<file path="src/rtl/character_sprite_renderer_pkg.sv">
// Shared constants for the character sprite path: display ids, sprite geometry,
// palette and the procedural sprite artwork used by the ROM.
package character_sprite_renderer_pkg;

  typedef enum logic [3:0] {
    ID_IDLE_1         = 4'd0,
    ID_IDLE_2         = 4'd1,
    ID_CHARGE         = 4'd2,
    ID_JUMP_UP        = 4'd3,
    ID_JUMP_DOWN      = 4'd4,
    ID_FALL_TO_GROUND = 4'd5
  } display_id_e;

  localparam int NUM_SPRITES     = 6;
  localparam int SPRITE_SIZE_DEF = 32;

  // 4:4:4 palette; entry 0 is the transparent index and must stay black.
  localparam logic [11:0] PALETTE [16] = '{
    12'h000, 12'hF00, 12'h0F0, 12'h00F, 12'hFF0, 12'h0FF, 12'hF0F, 12'hFFF,
    12'h888, 12'hC40, 12'h4C0, 12'h04C, 12'hC04, 12'h40C, 12'h0C4, 12'h444
  };

  // Artwork: diagonal bands that differ per sprite and are asymmetric in col,
  // so mirroring is visible.
  function automatic logic [3:0] sprite_pixel(input logic [2:0] id,
                                              input logic [7:0] row,
                                              input logic [7:0] col);
    return 4'(col * 8'd3 + row + {5'd0, id} * 8'd5);
  endfunction

endpackage

</file>
<file path="src/rtl/character_sprite_renderer_rom.sv">
// Sprite index storage: NUM_SPRITES x SPRITE_SIZE^2 x 4 bit, synchronous read.
module sprite_rom
  import character_sprite_renderer_pkg::*;
#(
  parameter int SPRITE_SIZE = SPRITE_SIZE_DEF,
  localparam int CW = $clog2(SPRITE_SIZE),
  localparam int AW = 3 + 2 * CW
) (
  input  logic          sys_clk,
  input  logic [AW-1:0] i_addr,
  output logic [3:0]    o_idx
);

  logic [3:0] r_idx;

  always_ff @(posedge sys_clk)
    r_idx <= sprite_pixel(i_addr[AW-1 -: 3], 8'(i_addr[2*CW-1 -: CW]), 8'(i_addr[CW-1:0]));

  assign o_idx = r_idx;

endmodule

</file>
<file path="src/rtl/character_sprite_renderer.sv">
// Three-stage sprite renderer: box test, ROM lookup, palette map. Character state
// is shadowed on frame_start and carried down the pipe with each pixel.
module character_sprite_renderer
  import character_sprite_renderer_pkg::*;
#(
  parameter int SIGNED_PHY_WIDTH = 15,
  parameter int SPRITE_SIZE      = SPRITE_SIZE_DEF,
  parameter int RGB_WIDTH        = 12
) (
  input  logic                               sys_clk,
  input  logic                               sys_rst,
  input  logic                               frame_start,
  input  logic [3:0]                         char_display_id,
  input  logic signed [SIGNED_PHY_WIDTH-1:0] char_pos_x,
  input  logic signed [SIGNED_PHY_WIDTH-1:0] char_pos_y,
  input  logic                               char_face_left,
  input  logic                               pixel_valid,
  input  logic [9:0]                         pixel_x,
  input  logic [9:0]                         pixel_y,
  output logic                               out_valid,
  output logic                               pixel_hit,
  output logic [RGB_WIDTH-1:0]               pixel_rgb,
  output logic                               id_error
);

  localparam int W      = SIGNED_PHY_WIDTH;
  localparam int CW     = $clog2(SPRITE_SIZE);
  localparam int STAGES = 3;
  localparam logic signed [W:0] SZ = (W+1)'(SPRITE_SIZE);

  logic [2:0]          r_sh_id;
  logic signed [W-1:0] r_sh_x, r_sh_y;
  logic                r_sh_face, r_id_error;
  logic [STAGES:1]     r_vld_pipe;

  always_ff @(posedge sys_clk) begin
    if (sys_rst) begin
      r_sh_id    <= '0;
      r_sh_x     <= '0;
      r_sh_y     <= '0;
      r_sh_face  <= 1'b0;
      r_id_error <= 1'b0;
    end else if (frame_start) begin
      if (char_display_id > 4'(ID_FALL_TO_GROUND)) begin
        r_sh_id    <= '0;
        r_id_error <= 1'b1;
      end else begin
        r_sh_id <= char_display_id[2:0];
      end
      r_sh_x    <= char_pos_x;
      r_sh_y    <= char_pos_y;
      r_sh_face <= char_face_left;
    end
  end

  always_ff @(posedge sys_clk) begin
    if (sys_rst) r_vld_pipe <= '0;
    else         r_vld_pipe <= {r_vld_pipe[STAGES-1:1], pixel_valid};
  end

  // S1: one extra bit keeps dx/dy from wrapping for negative positions.
  logic signed [W:0] w_dx, w_dy;
  logic              w_in_box;

  assign w_dx     = signed'({{(W+1-10){1'b0}}, pixel_x}) - signed'({r_sh_x[W-1], r_sh_x});
  assign w_dy     = signed'({{(W+1-10){1'b0}}, pixel_y}) - signed'({r_sh_y[W-1], r_sh_y});
  assign w_in_box = !w_dx[W] && (w_dx < SZ) && !w_dy[W] && (w_dy < SZ);

  logic          r1_in_box, r1_face;
  logic [2:0]    r1_id;
  logic [CW-1:0] r1_row, r1_col;

  always_ff @(posedge sys_clk) begin
    if (sys_rst) begin
      r1_in_box <= 1'b0;
      r1_face   <= 1'b0;
      r1_id     <= '0;
      r1_row    <= '0;
      r1_col    <= '0;
    end else begin
      r1_in_box <= w_in_box;
      r1_face   <= r_sh_face;
      r1_id     <= r_sh_id;
      r1_row    <= w_dy[CW-1:0];
      r1_col    <= w_dx[CW-1:0];
    end
  end

  // S2: SPRITE_SIZE-1-dx is a bitwise invert for a power-of-two edge.
  logic [CW-1:0]     w_col;
  logic [3+2*CW-1:0] w_addr;
  logic [3:0]        w_idx;
  logic              r2_in_box;

  assign w_col  = r1_face ? ~r1_col : r1_col;
  assign w_addr = {r1_id, r1_row, w_col};

  sprite_rom #(.SPRITE_SIZE(SPRITE_SIZE)) u_rom (
    .sys_clk (sys_clk),
    .i_addr  (w_addr),
    .o_idx   (w_idx)
  );

  always_ff @(posedge sys_clk) begin
    if (sys_rst) r2_in_box <= 1'b0;
    else         r2_in_box <= r1_in_box;
  end

  // S3: palette map.
  logic                 w_hit;
  logic                 r_hit;
  logic [RGB_WIDTH-1:0] r_rgb;

  assign w_hit = r_vld_pipe[2] && r2_in_box && (w_idx != 4'd0);

  always_ff @(posedge sys_clk) begin
    if (sys_rst) begin
      r_hit <= 1'b0;
      r_rgb <= '0;
    end else begin
      r_hit <= w_hit;
      r_rgb <= w_hit ? RGB_WIDTH'(PALETTE[w_idx]) : '0;
    end
  end

  assign out_valid = r_vld_pipe[STAGES];
  assign pixel_hit = r_hit;
  assign pixel_rgb = r_rgb;
  assign id_error  = r_id_error;

endmodule

</file>
<file path="config.mk">
export PLATFORM = sky130hd
export DESIGN_NAME = character_sprite_renderer
export DESIGN_NICKNAME = d
export VERILOG_FILES = /design/src/rtl/character_sprite_renderer_pkg.sv /design/src/rtl/character_sprite_renderer_rom.sv /design/src/rtl/character_sprite_renderer.sv
export SDC_FILE = /design/constraint.sdc
export NUM_CORES = 1
export LEC_CHECK = 0
export CELL_PAD_IN_SITES_DETAIL_PLACEMENT = 1
export CELL_PAD_IN_SITES_GLOBAL_PLACEMENT = 1
export CORE_MARGIN = 3
export CORE_UTILIZATION = 42
export DETAILED_ROUTE_END_ITERATION = 16
export PLACE_DENSITY_LB_ADDON = 0.25
export SETUP_SLACK_MARGIN = 0.1
export SLEW_MARGIN = 40
export SYNTH_ARGS = -nofsm -noshare
export SYNTH_HDL_FRONTEND = slang
export SYNTH_SLANG_ARGS = --single-unit
</file>
<file path="constraint.sdc">
create_clock -name sys_clk -period 9.7 [get_ports sys_clk]
set_clock_uncertainty 0.15 [all_clocks]
set_input_delay 1.94 -clock sys_clk [delete_from_list [all_inputs] [get_ports sys_clk]]
set_output_delay 1.94 -clock sys_clk [all_outputs]
set_load 0.03 [all_outputs]
</file>
==> flow_summary_export.csv, run 1 <==
group,metric,value,unit
clock_tree,post_cts_buffers,0,
sta,worst_pin_slew,0.6045,ns
grt,antenna_found_initial,0,
routing,drc,0,
setup_path,crit_path_end_kind,"flop",
pwr,clkPwrFrac,30.7,%
sta,worst_hold_slack,0.3079,ns
floorplanning,die_area,10200,µm²
placement,dpl.hpwl,7.195,mm
setup_path,cp_data_required_time,9.82,ns
layout,layout_commonest_cell,"clkdlybuf4s50_1",
routing,first_pass_iters,4,
pwr,power.total,769.7,µW
clock_tree,path_clk_slew,0.08,ns
layout,final_util,54.40,%
pwr,combPwrFrac,27.3,%
setup_path,rr_endpoint,"r1_in_box",
routing,drtIter0Drc,99,
sta,hold_viol_final,0,
min_path,min_path_cells,1,
synthesis,synth_warnings,0,
sta,rsz0062_at_grt,"no",
synthesis,netlist_instances,426,
synthesis,synth_edf_count,0,
grt,grt_overflow_total,0,
min_path,min_to,"r_vld_pipe[2]",
min_path,min_from,"r_vld_pipe[1]",
clock_tree,hold_buffers,0,
pwr,netSwitchingPower,252.9,µW
grt,groute.usage.overall,19.88,%
pwr,intPower,516.9,µW
run,maxCapViolations,0,
sta,clock.fmax,196.5,MHz
pwr,swShare,32.85,%
floorplanning,core,8763,µm²
setup_path,reg2reg_depth,10,
layout,insertedDiodeCount,0,
min_path,hp-class,"flop to flop",
pwr,power_frac_seq,42.1,%
sta,setup_tns,0,ns
routing,vias,3207,
setup_path,cp_max_fo,4,
status,status,"finished, final reports clean",
setup_path,timing.rr.start,"r_sh_y[4]",
setup_path,ff2ff_setup_slack,6.32,ns
clock_tree,htree_num_levels,3,
clock_tree,ctsResizeCount,0,
grt,grt_pass1_vias,3405,
clock_tree,cts.sinks,66,
grt,grt_pass1_wl,16.12,mm
pwr,irDropWorstVdd,0.00006698,V
clock_tree,cts_tree,"built",
synthesis,synth_flop_cell,"dfxtp_1",
placement,io_buffer_count,73,
routing,routedWlPerCell,15.89,µm
layout,final_cell_mix,"clkdlybuf4s50_1, dfxtp_1, nor2_1",
synthesis,syn_area,3791,µm²
synthesis,synthDistinctLibCells,61,
floorplanning,fp.dieH,101.0,µm
setup_path,startpoint_type,"input port",
pwr,p_leak,2.046,nW
sta,setup_viol,0,
clock_tree,cts-root-buf,"clkbuf_8",
clock_tree,cts.path.max_buffers,2,
routing,viasPerCell,5.292,
synthesis,synthArstFlopShare,0,%
floorplanning,die-width,101.0,µm
floorplanning,initial_core_util,43.26,%
sta,worst_slew_margin_rel,59.70,%
sta,period_needed,5.089,ns
pwr,cellPowerDensity,161.5,nW/µm²
synthesis,syn_avg_cell_area,8.899,µm²
layout,final_layout_size_suffix_gt1_share,6.225,%
synthesis,seq_area_frac_synth,34.85,%
sta,final.period_utilization,52.46,%
setup_path,cp.arrival,5.21,ns
grt,grt_max_degree,52,
sta,finalMaxSlewViolations,0,
clock_tree,cts_buffers,9,
floorplanning,pin_count,74,
routing,postRouteAntennaNets,0,
synthesis,ys_seq_elements,66,
floorplanning,rows,34,
synthesis,syn_nets,524,
layout,area_growth,25.74,%
layout,final_nets,591,
setup_path,critPathKind,"input port to flop",
routing,routed_wl,9.632,mm
clock_tree,clk_latency,0.34,ns
placement,gp_congestion,0.8685,
## area by class of cell
class                           count  area (µm²)
Fill cell                        1037        3996
Multi-Input combinational cell    301        2225
Inverter                           41       153.9
Tap cell                          108       135.1
Clock buffer                       10       137.6
Sequential cell                    66        1321
Timing Repair Buffer               74       730.7
Clock inverter                      6       63.81
## routing by layer
layer	wire (µm)	vias to the layer above	GRT usage, %	part of all wire, %
met5	0	-	0	0
met4	182	0	5.828	1.9
met3	335	18	3.599	3.5
met2	5073	53	36.71	53
met1	4040	1541	23.25	42
li1	-	1595	-	-
## through the flow
stage / cell area, µm² / worst slack, ns / std cells
floorplan: 3791 / 5.025 / 426
global placement: 4563 / 4.346 / 590
detailed placement: 4566 / 4.310 / 590
CTS: 4767 / 4.653 / 606
global route: 4767 / 4.409 / 606
finish: 4767 / 4.611 / 606
## power groups by stage
stage,clock network (mW),registers (mW),logic [mW]
after global routing,0.256,0.330,0.239
after floorplan,0,0.313,0.154
after CTS,0.245,0.324,0.213
after detailed placement,0,0.329,0.205
after global placement,0,0.327,0.198
final,0.236,0.324,0.210
## worst max-delay path by stage
stage	start	endpoint	slack [ns]	depth (start not counted)
CTS	pixel_y[0]	r1_in_box	4.65	13
detailed placement	pixel_y[0]	r1_in_box	4.31	13
finish	pixel_y[0]	r1_in_box	4.61	13
global route	pixel_y[0]	r1_in_box	4.41	13
floorplan	pixel_y[0]	r1_in_box	5.03	12
global placement	pixel_y[0]	r1_in_box	4.35	13
## logic make-up (layout without fill, tap and decap cells)
kind of cell / Yosys count / count (layout) / share of synthesized area, %
XOR/XNOR: 16 / 16 / 3.697
flip-flops: 66 / 66 / 34.85
AO/OA/AOI/OAI: 75 / 75 / 13.99
adder cells (fa/ha/maj): 39 / 39 / 14.06
buffers and inverters: 59 / 131 / 6.469
AND/OR/NAND/NOR: 135 / 135 / 17.33
multiplexers: 36 / 36 / 9.604
## flip-flops by register name, indices dropped and copies added, names as in the netlist
register	flops
r_sh_x	15
r1_in_box	1
pixel_hit	1
r1_face	1
u_rom.o_idx	4
r_sh_face	1
pixel_rgb	9
r2_in_box	1
r_sh_id	3
r1_id	3
r_sh_y	15
r_vld_pipe	3
r1_row	4
id_error	1
r1_col	4
## cells in the mapped netlist (3+ instances only)
master | n | area share [%]
a21oi_1 | 17 | 2.2
ha_1 | 33 | 11
o21ai_0 | 15 | 2.0
o22ai_1 | 3 | 0.50
o32ai_1 | 3 | 0.69
mux2_2 | 3 | 0.89
xor2_1 | 7 | 1.6
buf_4 | 4 | 0.79
clkbuf_1 | 7 | 0.69
fa_1 | 6 | 3.2
mux2i_1 | 33 | 8.7
xnor2_1 | 9 | 2.1
buf_1 | 5 | 0.50
nand3_1 | 7 | 0.92
nor2b_1 | 19 | 3.1
o2bb2ai_1 | 3 | 0.69
nand2_1 | 19 | 1.9
inv_1 | 39 | 3.9
nor3_1 | 11 | 1.5
nor2_1 | 54 | 5.3
a211oi_1 | 6 | 1.2
dfxtp_1 | 66 | 35
nand2b_1 | 9 | 1.5
## critical path, cell delays in order
cell and delay, ns:
clkdlybuf4s50_1 0.45, inv_1 0.04, ha_1 0.21, fa_1 0.39, nor2b_1 0.16, o211a_1 0.23, o32ai_1 0.11, o31ai_1 0.11
o311ai_0 0.25, a2111o_1 0.33, a2111o_1 0.34, or4_1 0.54, nor3_2 0.11
Note: power is estimated with default switching activity, not from simulation.
==> inputs of run 2 (changes only) <==
- CORE_UTILIZATION: 42 -> 35
- clock period: 9.7 -> 4.2 ns (I/O delays scaled with it)
==> flow_summary_export.csv, run 2 (synthesis gave the netlist of run 1 again) <==
group,metric,value,unit
clock_tree,cts-root-buf,"clkbuf_8",
placement,gp_congestion,0.8620,
run,maxCapViolations,0,
pwr,p_leak,2.108,nW
layout,final_nets,597,
routing,vias,3219,
pwr,swShare,30.23,%
clock_tree,cts_buffers,9,
sta,setup_viol,0,
setup_path,ff2ff_setup_slack,0.87,ns
status,status,"finished, final reports clean",
setup_path,cp_data_required_time,4.33,ns
layout,layout_commonest_cell,"clkdlybuf4s50_1",
floorplanning,die_area,12120,µm²
placement,post_dp_cell_area,4646,µm²
setup_path,reg2reg_depth,10,
pwr,clkPwrFrac,37.1,%
pwr,netSwitchingPower,592.9,µW
layout,area_growth,29.54,%
clock_tree,htree_num_levels,3,
grt,grt_max_degree,51,
routing,routedWlPerCell,15.33,µm
setup_path,rr_endpoint,"r1_in_box",
routing,postRouteAntennaNets,0,
grt,grt_pass1_wl,16.30,mm
floorplanning,rows,37,
setup_path,crit_end,"r1_in_box",
grt,groute.usage.overall,17.36,%
clock_tree,hold_buffers,0,
floorplanning,pin_count,74,
sta,final.period_utilization,94.44,%
setup_path,timing.rr.start,"r_sh_y[4]",
grt,antenna_found_initial,0,
routing,first_pass_iters,4,
floorplanning,initial_core_util,36.40,%
setup_path,worstSetupStartpoint,"pixel_y[0]",
layout,final_cell_mix,"clkdlybuf4s50_1, dfxtp_1, nor2_1",
pwr,irDropWorstVdd,0.0001829,V
floorplanning,fp.dieH,110.1,µm
pwr,intPower,1.369,mW
sta,finalMaxSlewViolations,0,
clock_tree,post_cts_buffers,0,
routing,viasPerCell,5.030,
clock_tree,clk_latency,0.35,ns
routing,drtIter0Drc,114,
layout,final_layout_size_suffix_gt1_share,7.143,%
grt,grt_pass1_vias,3438,
sta,worst_hold_slack,0.3167,ns
setup_path,startpoint_type,"input port",
clock_tree,cts.path.max_buffers,2,
sta,clock.fmax,252.1,MHz
setup_path,critPathKind,"input port to flop",
sta,worst_pin_slew,0.6017,ns
clock_tree,path_clk_slew,0.08,ns
pwr,combPwrFrac,24.9,%
clock_tree,cts.sinks,66,
grt,grt_overflow_total,0,
layout,insertedDiodeCount,0,
layout,finalInstanceArea,4911,µm²
sta,hold_viol_final,0,
pwr,power_frac_seq,38.0,%
setup_path,cp.arrival,4.10,ns
min_path,hp-class,"flop to flop",
routing,drc,0,
setup_path,crit_path_end_kind,"flop",
placement,dpl.hpwl,7.403,mm
sta,period_needed,3.966,ns
placement,io_buffer_count,73,
sta,rsz0062_at_grt,"no",
clock_tree,cts_tree,"built",
floorplanning,core,10420,µm²
clock_tree,ctsResizeCount,0,
floorplanning,die-width,110.1,µm
setup_path,cp_max_fo,4,
routing,routed_wl,9.812,mm
sta,worst_slew_margin_rel,59.89,%
pwr,cellPowerDensity,399.4,nW/µm²
==> run 2: changes by cell type in the layout (fill, tap and decap cells not counted), moves of 2 or more <==
cell	delta
buf_4	+6
clkinvlp_4	-2
clkinv_2	-2
bufinv_16	+3
==> run 2: per-layer routing <==
metal,vias to the layer above,routed length (µm),track usage [%]
met4,0,140,5.432
met5,-,0,0
li1,1608,-,-
met1,1539,4129,20.01
met2,61,5111,31.67
met3,11,430,3.902
==> run 2: worst max-delay path, cell delays in order <==
cell and delay (ns):
clkdlybuf4s50_1 0.47, inv_1 0.05, ha_1 0.22, fa_1 0.40, nor2b_1 0.17, o211a_1 0.22
o32ai_1 0.10, o31ai_1 0.11, o311ai_1 0.21, a2111o_1 0.33, a2111o_1 0.34, or4_1 0.55
nor3_2 0.11
==> run 2: metrics by stage <==
| step | TNS [ns] | total power [mW] | cells | util, % | setup WS (ns) |
|---|---|---|---|---|---|
| CTS | 0 | 1.987 | 640 | 47.15 | 0.1933 |
| detailed placement | -0.1797 | 1.247 | 624 | 44.60 | -0.1797 |
| finish | 0 | 1.961 | 640 | 47.15 | 0.2336 |
| global route | 0 | 2.088 | 640 | 47.15 | 0.1162 |
| floorplan | 0 | 1.078 | 426 | - | 0.6250 |
| global placement | -0.001852 | 1.220 | 624 | 44.58 | -0.001852 |
==> run 2: final cells by class <==
class | instances | area, µm²
multi-input cells | 301 | 2225
clock inverters | 6 | 137.6
inverters | 41 | 153.9
flip-flops and latches | 66 | 1321
well taps | 136 | 170.2
repair buffers | 80 | 775.7
clock buffers | 10 | 127.6
fillers | 1224 | 5505
==> run 2: power groups by stage <==
stage / sequential (mW) / clock [mW] / combinational, mW
2_1_floorplan: 0.723 / 0 / 0.355
3_3_place_gp: 0.755 / 0 / 0.465
3_5_place_dp: 0.761 / 0 / 0.486
4_1_cts: 0.747 / 0.748 / 0.492
5_1_grt: 0.757 / 0.775 / 0.555
6_report: 0.745 / 0.728 / 0.489
==> run 2: worst min path at each step <==
stage          cells after the start       endpoint          start
3_5_place_dp                       1  r_vld_pipe[2]  r_vld_pipe[1]
3_3_place_gp                       1  r_vld_pipe[2]  r_vld_pipe[1]
2_1_floorplan                      1      r2_in_box      r1_in_box
6_report                           1  r_vld_pipe[3]  r_vld_pipe[2]
5_1_grt                            1  r_vld_pipe[3]  r_vld_pipe[2]
4_1_cts                            1  r_vld_pipe[2]  r_vld_pipe[1]
==> RTL change 1, RTL diff (config.mk and constraints of run 1) <==
Set the package constant `SPRITE_SIZE_DEF` to 64 (it was 32).
--- a/src/rtl/character_sprite_renderer_pkg.sv
+++ b/src/rtl/character_sprite_renderer_pkg.sv
@@ -12,7 +12,7 @@
   } display_id_e;
 
   localparam int NUM_SPRITES     = 6;
-  localparam int SPRITE_SIZE_DEF = 32;
+  localparam int SPRITE_SIZE_DEF = 64;
 
   // 4:4:4 palette; entry 0 is the transparent index and must stay black.
   localparam logic [11:0] PALETTE [16] = '{
Behaviour: not the same (a bounded check fails within 4 cycles, from zero or initial values and one cycle with sys_rst high).
==> RTL change 1 against run 1 <==
Sequential cell count unchanged; routed wire length shrank 3.7%; hold slack better by 7.6 ps; area after synthesis down 2.8%; cell area shrank 1.8%; setup slack improved by 570 ps; critical endpoint unchanged; power shrank 1.8%.
==> RTL change 1: results <==
metrics = {
    "placed_design": {
        "io_buffers": 73,
        "dp_hpwl_um": 6940,
        "place_area_um2": 4480,
        "gp_congestion": 0.848,
    },
    "synthesis": {
        "synth_area_leaders": "dfxtp_1, ha_1, mux2i_1, nor2_1, inv_1",
        "synth-async-reset-ratio": 0,
        "synth_seq_area_share": 0.359,
        "synthDistinctLibCells": 60,
        "syn-num-nets": 504,
        "ys_warn_count": 0,
        "synth_common_cells": "dfxtp_1, nor2_1, inv_1",
        "yosys_most_used_dff": "dfxtp_1",
    },
    "finish": {
        "drive_above_1_share": 0.0582,
        "fill_cells": 966,
        "antenna_cells": 0,
        "nNetsFinal": 574,
    },
    "grt": {
        "grt_antenna_before_repair": 0,
        "grt_max_degree": 52,
        "grt_use_total": 0.190,
        "grt_pass1_wl_um": 15200,
        "grt_overflow": 0,
    },
    "clocking": {
        "cts_resized": 0,
        "path_clk_slew_ps": 80,
        "cts_tree": "built",
        "clk_latency_ps": 350,
        "htreeDepth": 3,
        "ctsLongestPathBuffers": 2,
        "cts_buffers": 9,
        "post-cts-setup-buffers": 0,
        "cts-root-buf": "clkbuf_8",
    },
    "power_and_ir_drop": {
        "ir_drop_v": 0.0000903,
        "p_leak_nw": 2.02,
    },
    "drt": {
        "drc": 0,
        "drt_iter0_drc": 69,
        "wl_per_cell_um": 15.8,
        "firstDrtPassIters": 4,
        "routed-via-count": 3159,
        "ant_nets": 0,
    },
    "min_path": {
        "min-delay-path-class": "flop to flop",
    },
    "worst_setup_path": {
        "cp.arrival_ps": 4640,
        "cp_max_fo": 3,
    },
    "sta": {
        "max_slew_margin": 0.608,
    },
    "run_status": {
        "status": "completed",
    },
}
-- RTL change 1: per-layer routing --
layer  up-vias  part of all wire  global-route usage
li1       1539                 -                   -
met1      1548              0.43               0.225
met2        61              0.52               0.347
met3        11             0.034              0.0400
met4         0             0.013              0.0536
met5         -                 0                   0
-- RTL change 1: path summary, 6_finish.rpt --
path | start | end | slack [ps] | cells after the start
worst min register to register | r_sh_id[0] | r_sh_id[0] | 320 | 2
worst max register to register | r1_face | u_rom.o_idx[3] | 6420 | 13
worst min-delay path | r_sh_id[0] | r_sh_id[0] | 320 | 2
worst max-delay path | pixel_y[0] | r1_in_box | 5180 | 11
-- RTL change 1: kinds of logic after synthesis --
logic type / count (synthesis) / share of synthesized area
muxes: 33 / 0.0897
AOI/OAI and AO/OA: 77 / 0.149
and+or+nand+nor: 117 / 0.158
xor gates and xnor gates: 16 / 0.0380
adders and majority gates: 39 / 0.145
DFF: 66 / 0.359
buffers and inverters: 58 / 0.0622
-- RTL change 1: per-stage QoR --
| step | setup WS, ps | power (mW) | hold WS (ps) | util | std cells |
|---|---|---|---|---|---|
| 2_1_floorplan | 5640 | 0.452 | 264 | - | 406 |
| 3_3_place_gp | 4980 | 0.507 | 284 | 0.534 | 570 |
| 3_5_place_dp | 4850 | 0.519 | 300 | 0.534 | 570 |
| 4_1_cts | 5200 | 0.765 | 318 | 0.558 | 586 |
| 5_1_grt | 4900 | 0.803 | 330 | 0.558 | 586 |
| 6_report | 5180 | 0.756 | 315 | 0.558 | 586 |
-- RTL change 1: layout make-up --
class	count	area, um^2	share of cell area
Clock buffer	9	124	0.0265
Clock inverter	7	77.6	0.0166
Inverter	43	161	0.0345
Multi-Input combinational cell	282	2130	0.456
Sequential cell	66	1320	0.282
Tap cell	105	131	0.0281
Timing Repair Buffer	74	731	0.156
-- RTL change 1: power by group --
group	total, mW	internal, mW	switching [mW]
logic	0.201	0.0964	0.105
clock network	0.239	0.121	0.118
registers	0.316	0.291	0.0248
-- RTL change 1: worst max-delay path: stages --
cell and delay (ps):
clkdlybuf4s50_1 460, inv_1 60, ha_1 250, fa_1 390, nor2b_1 170, o2111ai_1 180
a311oi_1 510, nor2_1 140, nor4_1 200, o21ai_1 110, nor4b_2 250
==> RTL change 2, RTL diff (config.mk and constraints of run 1) <==
Made on the original files. The output `pixel_rgb` loses its register stage (`r_rgb` becomes a continuous assignment).
--- a/src/rtl/character_sprite_renderer.sv
+++ b/src/rtl/character_sprite_renderer.sv
@@ -116,12 +116,12 @@
   always_ff @(posedge sys_clk) begin
     if (sys_rst) begin
       r_hit <= 1'b0;
-      r_rgb <= '0;
     end else begin
       r_hit <= w_hit;
-      r_rgb <= w_hit ? RGB_WIDTH'(PALETTE[w_idx]) : '0;
     end
   end
+
+  assign r_rgb = w_hit ? RGB_WIDTH'(PALETTE[w_idx]) : '0;
 
   assign out_valid = r_vld_pipe[STAGES];
   assign pixel_hit = r_hit;
Formal check against the unedited RTL: not equivalent (a bounded check fails within 4 cycles, from zero or initial values and one cycle with sys_rst high).
==> RTL change 2 against run 1 <==
Area after synthesis is 7.6% lower; synthesized cell count is 4.7% lower; sequential cell count decreased by 9; count of clock-buffer cells in the layout unchanged; power down 6.6%; hold slack lost 1.9 ps; non-clock buffer count fell by 1; register-to-register slack improved by 150 ps; core utilization grew 2.0 points; critical path depth shrank 8; routed wire length decreased by 10%; cell area fell by 6.2%; setup slack gained 410 ps; largest cell class unchanged.
==> RTL change 2: results <==
metrics = {
    "synthesis": {
        "avgSynthCellArea_um2": 8.63,
        "synth_compound_area_frac": 0.135,
        "synthDistinctLibCells": 53,
        "synth_common_cells": "nor2_1, dfxtp_1, inv_1",
        "synth_area_leaders": "dfxtp_1, ha_1, mux2i_1, nor2_1, inv_1",
        "yosys.area_share.xor_xnor": 0.0525,
        "yosys-mux-area-fraction": 0.0971,
        "synthAdderAreaFrac": 0.145,
        "yosys_most_used_dff": "dfxtp_1",
        "synth_seq_area_share": 0.326,
        "syn-num-nets": 502,
    },
    "drt": {
        "drt_iter0_drc": 45,
        "wl_met2_um": 4500,
        "wl_met1_um": 3700,
        "wl_met3_um": 304,
        "routed-via-count": 2986,
        "wl_per_cell_um": 15.0,
        "vias_per_cell": 5.17,
    },
    "sta": {
        "setup_viol": 0,
        "finalCriticalPeriod_ps": 4680,
        "holdWs_ps": 306,
        "worst_pin_slew_ps": 595,
    },
    "finish": {
        "nNetsFinal": 567,
        "drive_above_1_share": 0.0525,
        "fill_cells": 928,
    },
    "grt": {
        "grt_use_total": 0.191,
        "use_met2": 0.342,
        "grt_pass1_vias": 3202,
        "grt_pass1_wl_um": 15100,
        "met3_usage": 0.0524,
        "met1_usage": 0.225,
        "grt_max_degree": 53,
    },
    "worst_setup_path": {
        "cp.arrival_ps": 2590,
        "cp_top_family": "buffers and inverters",
        "cp_max_fo": 8,
        "rr_startpoint": "r1_face",
        "crit_path_start": "u_rom.o_idx[1]",
        "rr_worst_depth": 12,
        "critPathSlowestCell": "clkdlybuf4s50_1",
        "r2r-end": "u_rom.o_idx[3]",
        "rrSetupSlack_ps": 6470,
        "slowest_delay_ps": 690,
        "crit_path_end": "pixel_rgb[3]",
    },
    "clocking": {
        "clk_latency_ps": 350,
        "ctsLongestPathBuffers": 2,
        "htreeDepth": 3,
        "post-cts-setup-buffers": 0,
    },
    "placed_design": {
        "dp_hpwl_um": 6530,
        "gp_congestion": 0.864,
        "place_area_um2": 4270,
        "dp.cells": 562,
        "preCtsSetupSlack_ps": 4880,
    },
    "power_and_ir_drop": {
        "ir_drop_v": 0.0000753,
        "p_leak_nw": 1.89,
    },
    "run_status": {
        "status": "completed",
    },
}
==> RTL change 2: cell count changes after synthesis, sizes merged, moves of 4 or more <==
cell    before  now
a21o         1    6
a21oi       17   25
clkbuf       7   11
dfxtp       66   57
nand2b       9    5
nor2        54   58
nor2b       19   14
nor4         2    6
o21ai       16   11
xnor2        9   15
==> RTL change 2: area by class of cell <==
class | count | area (um^2) | area share
multi-input combinational | 291 | 2130 | 0.477
timing repair buffer | 73 | 726 | 0.162
inverter | 39 | 146 | 0.0328
clock buffer | 10 | 128 | 0.0286
sequential | 57 | 1140 | 0.255
clock inverter | 6 | 68.8 | 0.0154
tap | 102 | 128 | 0.0286
==> RTL change 2: where the power goes <==
group          leakage (nW)  switching, mW  internal, mW
clock network        0.0847          0.104         0.119
logic                  1.33          0.109         0.103
registers             0.470         0.0296         0.255
